--- config.mk ---
export PLATFORM = sky130hd
export DESIGN_NAME = intensity_meter_flat
export DESIGN_NICKNAME = d
export VERILOG_FILES = /design/src/rtl/intensity_meter_if.sv /design/src/rtl/intensity_meter.sv /design/src/flat_wrapper.sv
export SDC_FILE = /design/constraint.sdc
export NUM_CORES = 1
export LEC_CHECK = 0
export ABC_AREA = 1
export BUFFER_PORTS_ARGS = -buffer_cell sky130_fd_sc_hd__clkbuf_2
export CORE_MARGIN = 2
export CORE_UTILIZATION = 61
export DETAILED_ROUTE_END_ITERATION = 16
export HOLD_SLACK_MARGIN = 0.12
export PLACE_DENSITY = 0.86
export SLEW_MARGIN = 30
export SYNTH_ARGS = -nofsm -noshare
export SYNTH_HDL_FRONTEND = slang
export SYNTH_SLANG_ARGS = --single-unit
--- constraint.sdc ---
create_clock -name clk -period 3.8 [get_ports clk]
set_input_delay 0.57 -clock clk [delete_from_list [all_inputs] [get_ports clk]]
set_output_delay 0.57 -clock clk [all_outputs]
set_load 0.02 [all_outputs]
--- src/rtl/intensity_meter_if.sv ---
// Sample-input and display-output bundle of the intensity meter.
// The bench drives it through master; the meter uses slave.
interface intensity_meter_if #(
    parameter int DATA_W = 16,
    parameter int LEDS   = 8
);
    localparam int LVL_W = $clog2(LEDS + 1);

    logic                     sample_valid;
    logic signed [DATA_W-1:0] sample;
    logic                     mode;
    logic [LEDS-1:0]          leds;
    logic [LVL_W-1:0]         level;
    logic                     update;
    logic                     overrun;

    modport master (
        output sample_valid, sample, mode,
        input  leds, level, update, overrun
    );

    modport slave (
        input  sample_valid, sample, mode,
        output leds, level, update, overrun
    );
endinterface

--- src/rtl/intensity_meter.sv ---
// Audio intensity meter: averages |sample| over a window and shows the result
// as a log2 LED bar, with an optional decaying peak-hold dot.
module intensity_meter #(
    parameter int DATA_W   = 16,
    parameter int LOG2_WIN = 8,
    parameter int LEDS     = 8,
    parameter int HOLD_WIN = 4
) (
    input  logic             clk,
    input  logic             reset,
    intensity_meter_if.slave bus
);

    localparam int M     = DATA_W - 1;
    localparam int ACC_W = M + LOG2_WIN;
    localparam int LZ_W  = $clog2(M + 1);
    localparam int LVL_W = $clog2(LEDS + 1);
    localparam int HC_W  = (HOLD_WIN > 1) ? $clog2(HOLD_WIN) : 1;

    localparam logic [M-1:0]        M_ONE     = M'(1);
    localparam logic [M-1:0]        M_ZERO    = M'(0);
    localparam logic [LZ_W-1:0]     LZ_M      = LZ_W'(M);
    localparam logic [LZ_W-1:0]     LZ_OFFS   = LZ_W'(M - LEDS);
    localparam logic [LZ_W-1:0]     LZ_LEDS   = LZ_W'(LEDS);
    localparam logic [LZ_W-1:0]     LZ_ONE    = LZ_W'(1);
    localparam logic [LVL_W-1:0]    LVL_ZERO  = LVL_W'(0);
    localparam logic [LVL_W-1:0]    LVL_ONE   = LVL_W'(1);
    localparam logic [LVL_W-1:0]    LVL_LEDS  = LVL_W'(LEDS);
    localparam logic [HC_W-1:0]     HOLD_LAST = HC_W'(HOLD_WIN - 1);
    localparam logic [HC_W-1:0]     HC_ZERO   = HC_W'(0);
    localparam logic [HC_W-1:0]     HC_ONE    = HC_W'(1);
    localparam logic [LOG2_WIN-1:0] CNT_ONE   = LOG2_WIN'(1);
    localparam logic [LOG2_WIN-1:0] CNT_LAST  = {LOG2_WIN{1'b1}};

    typedef enum logic [1:0] {
        IDLE   = 2'd0,
        SCAN   = 2'd1,
        OUTPUT = 2'd2
    } state_t;

    state_t             r_state;
    logic [ACC_W-1:0]   r_acc;
    logic [LOG2_WIN-1:0] r_cnt;
    logic [M-1:0]       r_shreg;
    logic [LZ_W-1:0]    r_lz;
    logic [LVL_W-1:0]   r_peak;
    logic [HC_W-1:0]    r_hold;
    logic [LEDS-1:0]    r_leds;
    logic [LVL_W-1:0]   r_level;
    logic               r_update;
    logic               r_overrun;

    logic [M-1:0]       w_mag;
    logic [ACC_W-1:0]   w_sum;
    logic [M-1:0]       w_avg;
    logic               w_last;
    logic               w_snap;
    logic [LZ_W-1:0]    w_bitlen;
    logic [LZ_W-1:0]    w_bar_wide;
    logic [LVL_W-1:0]   w_bar;
    logic [LVL_W-1:0]   w_peak_nx;
    logic [HC_W-1:0]    w_hold_nx;
    logic [LEDS-1:0]    w_leds_nx;

    // Magnitude in M bits; the lone negative value without a positive twin saturates.
    always_comb begin
        if (bus.sample[DATA_W-1]) begin
            if (bus.sample[M-1:0] == M_ZERO) begin
                w_mag = {M{1'b1}};
            end else begin
                w_mag = ~bus.sample[M-1:0] + M_ONE;
            end
        end else begin
            w_mag = bus.sample[M-1:0];
        end
    end

    assign w_sum  = r_acc + {{LOG2_WIN{1'b0}}, w_mag};
    assign w_avg  = w_sum[ACC_W-1:LOG2_WIN];
    assign w_last = (r_cnt == CNT_LAST);
    assign w_snap = bus.sample_valid && w_last;

    // Window accumulation; the last sample of a window folds into the snapshot.
    always_ff @(posedge clk) begin
        if (reset) begin
            r_acc <= {ACC_W{1'b0}};
            r_cnt <= {LOG2_WIN{1'b0}};
        end else if (bus.sample_valid) begin
            r_cnt <= r_cnt + CNT_ONE;
            if (w_last) begin
                r_acc <= {ACC_W{1'b0}};
            end else begin
                r_acc <= w_sum;
            end
        end else begin
            r_acc <= r_acc;
            r_cnt <= r_cnt;
        end
    end

    assign w_bitlen = LZ_M - r_lz;

    // Bar length: the top LEDS bit positions of the average map onto the bar.
    always_comb begin
        if (w_bitlen > LZ_OFFS) begin
            w_bar_wide = w_bitlen - LZ_OFFS;
        end else begin
            w_bar_wide = {LZ_W{1'b0}};
        end
        if (w_bar_wide > LZ_LEDS) begin
            w_bar = LVL_LEDS;
        end else begin
            w_bar = w_bar_wide[LVL_W-1:0];
        end
    end

    // Peak-hold bookkeeping for the result about to be displayed.
    always_comb begin
        if (w_bar >= r_peak) begin
            w_peak_nx = w_bar;
            w_hold_nx = HC_ZERO;
        end else if ((r_hold == HOLD_LAST) && (r_peak != LVL_ZERO)) begin
            w_peak_nx = r_peak - LVL_ONE;
            w_hold_nx = HC_ZERO;
        end else begin
            w_peak_nx = r_peak;
            w_hold_nx = r_hold + HC_ONE;
        end
    end

    // Thermometer bar plus the optional dot at the (updated) peak position.
    always_comb begin
        w_leds_nx = {LEDS{1'b0}};
        for (int i = 0; i < LEDS; i++) begin
            if (LVL_W'(i) < w_bar) begin
                w_leds_nx[i] = 1'b1;
            end else if (bus.mode && (w_peak_nx == LVL_W'(i + 1))) begin
                w_leds_nx[i] = 1'b1;
            end else begin
                w_leds_nx[i] = 1'b0;
            end
        end
    end

    // Result FSM: leading-zero scan of the snapshot, then display update.
    always_ff @(posedge clk) begin
        if (reset) begin
            r_state   <= IDLE;
            r_shreg   <= {M{1'b0}};
            r_lz      <= {LZ_W{1'b0}};
            r_peak    <= LVL_ZERO;
            r_hold    <= HC_ZERO;
            r_leds    <= {LEDS{1'b0}};
            r_level   <= LVL_ZERO;
            r_update  <= 1'b0;
            r_overrun <= 1'b0;
        end else begin
            r_update  <= 1'b0;
            r_overrun <= w_snap && (r_state != IDLE);
            case (r_state)
                IDLE: begin
                    if (w_snap) begin
                        r_shreg <= w_avg;
                        r_lz    <= {LZ_W{1'b0}};
                        r_state <= SCAN;
                    end else begin
                        r_state <= IDLE;
                    end
                end
                SCAN: begin
                    if (r_shreg == M_ZERO) begin
                        r_lz    <= LZ_M;
                        r_state <= OUTPUT;
                    end else if (!r_shreg[M-1]) begin
                        r_shreg <= {r_shreg[M-2:0], 1'b0};
                        r_lz    <= r_lz + LZ_ONE;
                        r_state <= SCAN;
                    end else begin
                        r_state <= OUTPUT;
                    end
                end
                OUTPUT: begin
                    r_level  <= w_bar;
                    r_leds   <= w_leds_nx;
                    r_update <= 1'b1;
                    r_peak   <= w_peak_nx;
                    r_hold   <= w_hold_nx;
                    r_state  <= IDLE;
                end
                default: begin
                    r_state <= IDLE;
                end
            endcase
        end
    end

    assign bus.leds    = r_leds;
    assign bus.level   = r_level;
    assign bus.update  = r_update;
    assign bus.overrun = r_overrun;

endmodule

--- src/flat_wrapper.sv ---
// flat-port wrapper written by rule: the top's interface ports become plain ports
module intensity_meter_flat 
#(
    parameter int DATA_W   = 16,
    parameter int LOG2_WIN = 8,
    parameter int LEDS     = 8,
    parameter int HOLD_WIN = 4
)
  (clk, reset, bus_sample_valid, bus_sample, bus_mode, bus_leds, bus_level, bus_update, bus_overrun);
  intensity_meter_if #(.DATA_W(DATA_W), .LEDS(LEDS)) bus_i ();
  input  logic clk;
  input  logic reset;
  input wire logic [$bits(bus_i.sample_valid)-1:0] bus_sample_valid;
  input wire logic [$bits(bus_i.sample)-1:0] bus_sample;
  input wire logic [$bits(bus_i.mode)-1:0] bus_mode;
  output wire logic [$bits(bus_i.leds)-1:0] bus_leds;
  output wire logic [$bits(bus_i.level)-1:0] bus_level;
  output wire logic [$bits(bus_i.update)-1:0] bus_update;
  output wire logic [$bits(bus_i.overrun)-1:0] bus_overrun;
  assign bus_i.sample_valid = bus_sample_valid;
  assign bus_i.sample = bus_sample;
  assign bus_i.mode = bus_mode;
  assign bus_leds = bus_i.leds;
  assign bus_level = bus_i.level;
  assign bus_update = bus_i.update;
  assign bus_overrun = bus_i.overrun;
  intensity_meter #(.DATA_W(DATA_W), .LOG2_WIN(LOG2_WIN), .LEDS(LEDS), .HOLD_WIN(HOLD_WIN)) u_core (.clk(clk), .reset(reset), .bus(bus_i));
endmodule
==> summary.md <==
| Metric | Value |
|---|---|
| Outcome | completed |
| Wire length of the first global-routing pass | 21000 um |
| Pin count of the biggest net entering global routing | 39 |
| Number of filler instances in the final layout | 700 |
| Yosys top cell by area | sky130_fd_sc_hd__dfxtp_1 |
| Area of placed instances | 0.00517 mm^2 |
| Area of the core | 0.00781 mm^2 |
| Die width | 94.0 um |
| Fraction of final layout cells with drive strength greater than 1 | 10.2% |
| Mean number of vias per cell | 5.71 |
| Post-DR wirelength/cell | 13.5 um |
| Clock latency of the later-clocked register in the worst-skew pair | 0.37 ns |
| Largest fanout on the critical path | 13 |
| Synth top area share | 29.1% |
| Required time of the critical path | 4.09 ns |
| Fraction of the core area covered by cells at the end of the flow | 68.9% |
| Routed Antenna Nets | 0 |
| Max-cap check violation count | 0 |
| Final setup violating endpoints | 0 |
| Critical Path End Type | register |
| Element type at the critical path start | primary input |
| Crit path max-delay cell type | sky130_fd_sc_hd__fa_1 |
| Final period demand of the worst path | 3.41 ns |
| Clock tree sinks | 72 |
| Share of flip-flops with an asynchronous set or reset | 0% |
| DRC Markers | 0 |
| Maximum achievable frequency | 293 MHz |
| Measured slew at the worst slew-check pin | 0.952 ns |
| CTS tree | built |
| Area grow syn2layout | 8.75% |
| HPWL after detailed placement | 9130 um |
| Synthesized area per cell | 6.35 um^2 |
| Setup skew after layout | 0.0143 ns |
| Number of buffers added to fix hold violations after cts | 0 |
| Number of buffers created by CTS | 9 |
| Syn Inst Count | 779 |
| Cell chain of the critical path | clkbuf_2 > inv_1 > ha_1 > inv_1 > nor3_2 > nand3_2 > nor2_2 > nand3_1 > or2_4 > nand2_1 > ha_1 > inv_1 > fa_1 > inv_1 > nand3_1 > nand3_1 > nand3_1 > nand2_1 > nand2_1 > nand2_1 > nand2_1 > nand2_1 > nand3_1 > a21oi_1 |
| Synthesized flop and latch total | 72 |
| Worst path most repeated cell | sky130_fd_sc_hd__nand2_1 |
| Final net count | 854 |
| Floorplan die height | 94.0 um |
| Static leakage | 2.60 nW |
| Count of buffers inserted at the top-level ports | 33 |
| Rows | 32 |
| Slew Viols, Final | 0 |
| Routed wire length | 12400 um |
| Number of DRC markers in iteration 0 | 337 |
| Dominant register cell in the synthesized netlist | sky130_fd_sc_hd__dfxtp_1 |
| Highest-utilization routing layer at the global route stage | met2 |
| Vias | 5228 |
| Global Route met2 Usage | 49.1% |
| Syn nets | 825 |
| Number of buffers inserted to repair setup after CTS | 0 |
| Met3 Use GR | 4.57% |
| CP peak stage delay | 0.40 ns |
| Hold violation total from the final report | 0 |
| GRT Total Usage | 29.6% |
| Worst path arrival time | 3.70 ns |
| Area of all placed cells without fillers | 0.00538 mm^2 |
| Cells taking the most area after synthesis | sky130_fd_sc_hd__dfxtp_1 29%, sky130_fd_sc_hd__nand2_1 15%, sky130_fd_sc_hd__a21oi_1 7.8% |
| Cell at the root of the clock tree | sky130_fd_sc_hd__clkbuf_8 |
| Setup Total Neg Slack | 0 ns |
| Die area | 0.00884 mm^2 |
| GR Util met1 | 38.6% |
| Number of global-route vias before repair | 4763 |
| Initial antenna violation count | 0 |
| Final weighted congestion of routability-driven global placement | 0.987 |
| Clock tree buffer depth | 2 |
| Library cells used by synthesis | 39 |
| Total iterations of the first detailed-routing run | 5 |
| Antenna diode count | 0 |
| Worst hold slack | 0.478 ns |
| Netlist area before placement | 0.00495 mm^2 |
| Final clock period utilization by the worst path | 89.8% |
| Post-placement worst setup slack | 0.0994 ns |
| Total congestion overflow after global routing | 0 |
| Worst Slack Setup Final | 0.389 ns |
| Io pins | 34 |
| Clock input transition at the sequential cells of the worst setup and hold paths | 0.09 ns |
| Count of cells resized by post-cts repair | 0 |
| Worst IR drop on VDD | 221 uV |
| Sequential fraction of the synthesis area | 29.1% |
| Cell area power density | 339 mW/mm^2 |
| Hold Path Class | register to register |
| Critical path type | primary input to register |
| Number of enable-type register cells in the synthesized netlist | 0 |
| Initial Utilization | 63.3% |
| H-tree lvl count | 3 |
| Warning count from the yosys run | 0 |
| Tightest slew margin relative to the limit | 36.1% |
| Setup repair after global routing missed its margin | no |
## where the power goes
group          switching [mW]  internal, mW
logic                   0.252         0.128
clock network           0.334         0.311
registers              0.0169         0.779
total                   0.603          1.22
## cell usage after synthesis, types with 2 or more instances
| cell type | instances |
|---|---|
| sky130_fd_sc_hd__nand2_1 | 200 |
| sky130_fd_sc_hd__inv_1 | 102 |
| sky130_fd_sc_hd__nor2_1 | 81 |
| sky130_fd_sc_hd__a21oi_1 | 77 |
| sky130_fd_sc_hd__dfxtp_1 | 72 |
| sky130_fd_sc_hd__nand3_1 | 61 |
| sky130_fd_sc_hd__o21ai_0 | 41 |
| sky130_fd_sc_hd__ha_1 | 25 |
| sky130_fd_sc_hd__clkbuf_1 | 15 |
| sky130_fd_sc_hd__xor2_1 | 12 |
| sky130_fd_sc_hd__a22oi_1 | 11 |
| sky130_fd_sc_hd__nor3_1 | 9 |
| sky130_fd_sc_hd__nand4_1 | 8 |
| sky130_fd_sc_hd__o21ai_2 | 8 |
| sky130_fd_sc_hd__nand3b_1 | 6 |
| sky130_fd_sc_hd__or2_2 | 6 |
| sky130_fd_sc_hd__o21ai_1 | 5 |
| sky130_fd_sc_hd__nor4_1 | 4 |
| sky130_fd_sc_hd__xnor2_1 | 4 |
| sky130_fd_sc_hd__nand3_2 | 3 |
| sky130_fd_sc_hd__nor2_2 | 3 |
| sky130_fd_sc_hd__nor3_2 | 3 |
| sky130_fd_sc_hd__a211oi_1 | 2 |
| sky130_fd_sc_hd__buf_6 | 2 |
| sky130_fd_sc_hd__nand2_4 | 2 |
| sky130_fd_sc_hd__nor2_4 | 2 |
| sky130_fd_sc_hd__o21bai_1 | 2 |
| sky130_fd_sc_hd__o22ai_1 | 2 |
## flip-flops by register name, indices dropped and copies added (netlist names)
name / cells
u_core.r_cnt: 8
u_core.r_acc: 23
u_core.r_lz: 4
u_core.r_peak: 4
u_core.bus.update: 1
u_core.bus.level: 4
u_core.r_state: 2
u_core.r_shreg: 15
u_core.r_hold: 2
u_core.bus.leds: 8
u_core.bus.overrun: 1
## cell usage in the layout (no fill, tap or decap), drive strengths merged, types with 4 or more instances in the layout
| master | netlist | final |
|---|---|---|
| a21oi | 77 | 77 |
| a22oi | 11 | 11 |
| clkbuf | 15 | 42 |
| clkinv | 2 | 6 |
| dfxtp | 72 | 72 |
| ha | 25 | 25 |
| inv | 103 | 104 |
| nand2 | 203 | 203 |
| nand3 | 65 | 65 |
| nand3b | 6 | 6 |
| nand4 | 8 | 8 |
| nor2 | 86 | 86 |
| nor3 | 12 | 12 |
| nor4 | 4 | 4 |
| o21ai | 54 | 54 |
| or2 | 8 | 8 |
| xnor2 | 4 | 4 |
| xor2 | 12 | 12 |
## per-stage QoR
step                total power, mW  std cells
floorplan                      1.09        779
global placement               1.17        899
detailed placement             1.18        899
CTS                            1.82        915
global route                   1.90        915
finish                         1.82        915
## metal layers
| metal | vias to the layer above | part of all wire (%) |
|---|---|---|
| met1 | 2384 | 44 |
| met3 | 28 | 6.2 |
| li1 | 2613 | - |
| met2 | 203 | 47 |
| met5 | - | 0 |
| met4 | 0 | 2.2 |
## worst paths after layout
| kind | to | slack (ns) | cells past startpoint | from |
|---|---|---|---|---|
| max reg2reg | u_core.bus.leds[3] | 0.89 | 18 | u_core.r_lz[0] |
| min | u_core.r_acc[4] | 0.48 | 2 | u_core.r_acc[4] |
| max | u_core.r_acc[20] | 0.39 | 24 | bus_sample[0] |
| min reg2reg | u_core.r_acc[4] | 0.48 | 2 | u_core.r_acc[4] |
## critical path: cells and delay by family
family          cells  cell delay (ns)
simple gates       15             1.87
fa+ha+maj           3             0.72
buf+inv             5             0.39
compound gates      1             0.15
## cell families (layout without fill, tap and decap cells)
group                    count (synthesis)  count (layout)  share of synthesized area [%]
AND/OR/NAND/NOR                        394             394                           35.2
flip-flops                              72              72                           29.1
XOR/XNOR                                16              16                           2.83
AO/OA/AOI/OAI                          149             149                           16.5
buffers and inverters                  122             156                           9.59
adder cells (fa/ha/maj)                 26              26                           6.73
## cell type report
class                   instances  area, um^2  share of cell area (%)
inverters                     105         395                    7.35
flip-flops and latches         72        1440                    26.8
well taps                     102         128                    2.37
clock buffers                   9         124                    2.30
repair buffers                 35         180                    3.35
multi-input cells             585        3030                    56.3
clock inverters                 7        80.1                    1.49
Power figures use the tool's default switching activity.
